### config.mk
export PLATFORM = sky130hd
export DESIGN_NAME = dual_port_memory_arbiter
export DESIGN_NICKNAME = d
export VERILOG_FILES = /design/src/rtl/dual_port_memory_arbiter_pkg.sv /design/src/rtl/dual_port_memory_arbiter_round_robin.sv /design/src/rtl/dual_port_memory_arbiter.sv
export SDC_FILE = /design/constraint.sdc
export NUM_CORES = 1
export LEC_CHECK = 0
export CAP_MARGIN = 15
export CORE_MARGIN = 3
export CORE_UTILIZATION = 31
export CTS_CLUSTER_SIZE = 25
export DETAILED_ROUTE_END_ITERATION = 10
export PLACE_DENSITY = 0.82
export REMOVE_ABC_BUFFERS = 1
export SYNTH_ARGS = -nofsm -noshare
export SYNTH_HDL_FRONTEND = slang
export SYNTH_SLANG_ARGS = --single-unit
### constraint.sdc
create_clock -name clock -period 1.6 [get_ports clock]
set_input_delay 0.32 -clock clock [delete_from_list [all_inputs] [get_ports clock]]
set_output_delay 0.32 -clock clock [all_outputs]
set_load 0.01 [all_outputs]
### src/rtl/dual_port_memory_arbiter_pkg.sv
// Shared types and helpers for dual_port_memory_arbiter: round-robin pick
// function and index-width helper.
package dual_port_memory_arbiter_pkg;

    localparam int unsigned MAX_REQUESTERS = 8;
    localparam int unsigned MAX_IW         = 3;

    typedef struct packed {
        logic              valid;
        logic [MAX_IW-1:0] index;
    } rr_pick_t;

    function automatic int unsigned index_width(input int unsigned n);
        return (n > 1) ? $clog2(n) : 1;
    endfunction

    // First requester after `last`, wrapping modulo n.
    function automatic rr_pick_t rr_pick(
        input logic [MAX_REQUESTERS-1:0] request,
        input logic [MAX_IW-1:0]         last,
        input int unsigned               n
    );
        rr_pick_t          pick;
        logic [MAX_IW-1:0] idx;
        pick = '0;
        idx  = '0;
        for (int unsigned k = 1; k <= n; k++) begin
            idx = MAX_IW'((32'(last) + k) % n);
            if (!pick.valid && request[idx]) begin
                pick.valid = 1'b1;
                pick.index = idx;
            end
        end
        return pick;
    endfunction

endpackage

### src/rtl/dual_port_memory_arbiter_round_robin.sv
// round_robin_arbiter: one-hot round-robin grant with an owned pointer that
// loads the winner on every grant and resets to REQUESTERS-1.
module round_robin_arbiter
    import dual_port_memory_arbiter_pkg::*;
#(
    parameter  int unsigned REQUESTERS = 2,
    localparam int unsigned IW         = index_width(REQUESTERS)
) (
    input  logic                  clock,
    input  logic                  reset_n,
    input  logic [REQUESTERS-1:0] request,
    output logic [REQUESTERS-1:0] grant,
    output logic [IW-1:0]         grant_index
);

    logic [IW-1:0] last;
    rr_pick_t      pick;

    always_comb begin
        pick        = rr_pick(MAX_REQUESTERS'(request), MAX_IW'(last), REQUESTERS);
        grant_index = pick.index[IW-1:0];
        grant       = '0;
        if (pick.valid) begin
            grant[grant_index] = 1'b1;
        end
    end

    always_ff @(posedge clock or negedge reset_n) begin
        if (!reset_n) begin
            last <= IW'(REQUESTERS - 1);
        end else if (pick.valid) begin
            last <= grant_index;
        end
    end

endmodule

### src/rtl/dual_port_memory_arbiter.sv
// Shares one dual-port memory between REQUESTERS clients with independent
// round-robin read and write arbiters. Optional macro DUAL_PORT_ARBITER_BYPASS_EN
// forwards same-cycle same-address write data to the read response.
module dual_port_memory_arbiter
    import dual_port_memory_arbiter_pkg::*;
#(
    parameter  int unsigned WIDTH      = 8,
    parameter  int unsigned DEPTH      = 512,
    parameter  int unsigned REQUESTERS = 2,
    localparam int unsigned AW         = $clog2(DEPTH),
    localparam int unsigned IW         = index_width(REQUESTERS)
) (
    input  logic                        clock,
    input  logic                        reset_n,
    input  logic [REQUESTERS-1:0]       req_valid,
    input  logic [REQUESTERS-1:0]       req_write,
    input  logic [REQUESTERS*AW-1:0]    req_addr,
    input  logic [REQUESTERS*WIDTH-1:0] req_data,
    output logic [REQUESTERS-1:0]       req_ready,
    output logic [REQUESTERS-1:0]       resp_valid,
    output logic [WIDTH-1:0]            resp_data,
    output logic                        mem_read_enable,
    output logic [AW-1:0]               mem_read_addr,
    input  logic [WIDTH-1:0]            mem_read_data,
    output logic                        mem_write_enable,
    output logic [AW-1:0]               mem_write_addr,
    output logic [WIDTH-1:0]            mem_write_data
);

    logic [REQUESTERS-1:0] read_grant;
    logic [REQUESTERS-1:0] write_grant;
    logic [IW-1:0]         read_index;
    logic [IW-1:0]         write_index;
    logic [IW-1:0]         resp_owner;
    logic                  resp_pending;

    round_robin_arbiter #(.REQUESTERS(REQUESTERS)) read_arbiter (
        .clock       (clock),
        .reset_n     (reset_n),
        .request     (req_valid & ~req_write),
        .grant       (read_grant),
        .grant_index (read_index)
    );

    round_robin_arbiter #(.REQUESTERS(REQUESTERS)) write_arbiter (
        .clock       (clock),
        .reset_n     (reset_n),
        .request     (req_valid & req_write),
        .grant       (write_grant),
        .grant_index (write_index)
    );

    always_comb begin
        req_ready        = read_grant | write_grant;
        mem_read_enable  = |read_grant;
        mem_write_enable = |write_grant;
        mem_read_addr    = '0;
        mem_write_addr   = '0;
        mem_write_data   = '0;
        if (mem_read_enable) begin
            mem_read_addr = req_addr[read_index*AW +: AW];
        end
        if (mem_write_enable) begin
            mem_write_addr = req_addr[write_index*AW +: AW];
            mem_write_data = req_data[write_index*WIDTH +: WIDTH];
        end
    end

    always_ff @(posedge clock or negedge reset_n) begin
        if (!reset_n) begin
            resp_pending <= 1'b0;
            resp_owner   <= '0;
        end else begin
            resp_pending <= mem_read_enable;
            if (mem_read_enable) begin
                resp_owner <= read_index;
            end
        end
    end

    always_comb begin
        resp_valid = '0;
        if (resp_pending) begin
            resp_valid[resp_owner] = 1'b1;
        end
    end

`ifdef DUAL_PORT_ARBITER_BYPASS_EN
    logic             bypass_hit;
    logic [WIDTH-1:0] bypass_data;

    always_ff @(posedge clock or negedge reset_n) begin
        if (!reset_n) begin
            bypass_hit  <= 1'b0;
            bypass_data <= '0;
        end else begin
            bypass_hit <= mem_read_enable && mem_write_enable
                          && (mem_read_addr == mem_write_addr);
            if (mem_write_enable) begin
                bypass_data <= mem_write_data;
            end
        end
    end

    assign resp_data = bypass_hit ? bypass_data : mem_read_data;
`else
    assign resp_data = mem_read_data;
`endif

endmodule

==> flow_summary.json <==
{
  "syn_area_per_cell_um2": 7.48,
  "rows": 19,
  "cts.clk_slew.worst_paths_ns": 0.04,
  "cts_root_buffer": "clkbuf_4",
  "wl_per_cell_um": 17.2,
  "endpoint_kind": "output pin",
  "drt_iter0_markers": 76,
  "first_global_vias": 1282,
  "power_density_nw_per_um2": 464,
  "final_nets": 253,
  "worstSetupPathType": "reg -> out",
  "overflow": 0,
  "path_delay_family": "flip-flops",
  "hold_ws_ns": 0.286,
  "vdd_drop_max_uv": 238,
  "routed_via_density": 5.60,
  "ys_seq_area_share_pct": 11.0,
  "dieArea_um2": 3710,
  "crit_chain": "and3b_2 -> buf_12 -> o22ai_2 -> buf_2",
  "drc": 0,
  "violations": "setup timing",
  "cts_buffers": 3,
  "period_needed_ns": 1.75,
  "mostFrequentLayoutCells": "35 x clkdlybuf4s50_1, 34 x nand3_1, 29 x buf_2",
  "ant_nets": 0,
  "path_depth": 4,
  "fin_worst_skew_ns": 0.00645,
  "cts_hold_buf": 0,
  "period_share_pct": 109,
  "insertion_delay_ns": 0.23,
  "cts_max_level": 1,
  "cts.sinks": 4,
  "layout-drive-gt1-share_pct": 46.1,
  "synth_cells": 125,
  "required_ns": 1.28,
  "vias": 1317,
  "synthesis.area_um2": 935,
  "start_util_pct": 33.3,
  "drv_cap": 0,
  "cp_num_buf_inv": 2,
  "drt_wl_total_um": 4050,
  "rsz0062_at_grt": "yes",
  "cp.arrival_ns": 1.43,
  "layoutNonFillerInstCount": 235,
  "core-area_um2": 2810,
  "status": "finished, violations left",
  "dp.cells": 220,
  "slew_viol_final": 0,
  "grt_first_pass_wirelength_um": 5870,
  "track_usage_pct": 20.5,
  "slowest_stage": "dfstp_2",
  "yosysWarnings": 0,
  "layout_commonest_cell": "clkdlybuf4s50_1",
  "cts_tree": "built",
  "reg2regPathDepth": 5,
  "r2r_end": "write_arbiter.last",
  "grt_max_degree": 20,
  "ys_seq_elements": 4,
  "finalSetupViolCount": 28,
  "cp_max_fo": 13,
  "r2r-start": "write_arbiter.last",
  "hold_viol_final": 0,
  "port_buffers": 71,
  "clock_path_buffers": 2,
  "io-pin-count": 88,
  "critPathMaxStageDelay_ns": 0.52,
  "reg2reg_slack_ns": 0.22,
  "fmax_ghz": 0.572,
  "crit_path_start": "write_arbiter.last",
  "diodes": 0,
  "start_kind": "flip-flop",
  "area_delta_synth_final_pct": 88.2,
  "hpwlAfterDp_um": 2840,
  "drtPass1Iterations": 4,
  "die_h_um": 60.9,
  "min_path_type": "in -> async",
  "die_w_um": 60.9,
  "setup_slack_ns": -0.147,
  "gp_congestion": 0.762,
  "tightest_slew_ns": 0.194,
  "antenna_found_initial": 0,
  "p_leak_uw": 0.000776,
  "final_util_pct": 62.7,
  "synth.distinct_cells": 18,
  "maxSlewHeadroom_pct": 87.0
}
[kinds of logic (layout without fill, tap and decap cells)]
family	Yosys count	after routing	share of synthesized area, %
AND/OR/NAND/NOR	64	65	40.3
flip-flops	4	4	11.0
buffers and inverters	26	104	20.7
AO/OA/AOI/OAI	31	31	28.0
[routing by layer]
layer / vias up / GRT usage [%] / routed length, um
li1: 631 / - / -
met1: 624 / 24.7 / 1600
met2: 58 / 35.0 / 2190
met3: 4 / 4.89 / 225
met4: 0 / 8.36 / 38
met5: - / 0 / 0
[cell type report]
| class | instances | area [um2] |
|---|---|---|
| clock buffer | 4 | 26.3 |
| fill | 251 | 1050 |
| multi-input combinational | 96 | 736 |
| sequential | 4 | 103 |
| tap | 31 | 38.8 |
| timing repair buffer | 100 | 856 |
[through the flow]
stage | setup TNS, ns | setup slack [ns] | instance area [um2] | total power, uW
floorplan | -0.298 | -0.0449 | 741 | 307
detailed placement | -19.12 | -0.729 | 1650 | 650
finish | -3.00 | -0.147 | 1760 | 816
global route | -4.68 | -0.217 | 1760 | 881
global placement | -18.61 | -0.670 | 1650 | 641
CTS | -2.77 | -0.149 | 1690 | 791
[worst max path at each step]
| stage | to | slack (ns) |
|---|---|---|
| floorplan | mem_read_addr[7] | -0.04 |
| global placement | mem_read_addr[3] | -0.67 |
| detailed placement | mem_read_addr[3] | -0.73 |
| CTS | req_ready[0] | -0.15 |
| global route | req_ready[0] | -0.22 |
| finish | mem_write_data[2] | -0.15 |
[state kept, by name (all words and copies together), names as in the netlist]
name / cells
read_arbiter.last: 1
resp_owner: 1
resp_pending: 1
write_arbiter.last: 1
[cells in the mapped netlist]
cell       instances  share of area [%]
a21o_1             2                1.6
and2_1             1               0.67
and3_1             1               0.67
and3b_1            2                1.9
buf_2              8                4.3
buf_4             13                 10
buf_6              5                6.0
dfrtp_1            2                5.4
dfstp_2            2                5.6
nand2_1            4                1.6
nand2b_1           2                1.3
nand3_1           34                 18
nand3b_1          18                 14
nor2b_1            1               0.67
nor3b_1            1               0.80
o22ai_1           18                 12
o22ai_2           10                 13
o2bb2ai_1          1               0.94
[power by group]
group / total, uW / switching [uW] / leakage, uW / internal [uW]
sequential: 137 / 12.2 / 0.0000444 / 124
combinational: 546 / 240 / 0.000716 / 306
clock: 133 / 39.5 / 0.0000150 / 93.5
[repair_timing]
item	CTS	global route
cloned	1	1
setup endpoints to repair	31	31
pin swaps	6	15
setup buffers	8	1
resized for setup	148	16
No activity file was read; power rests on OpenSTA's default activity.
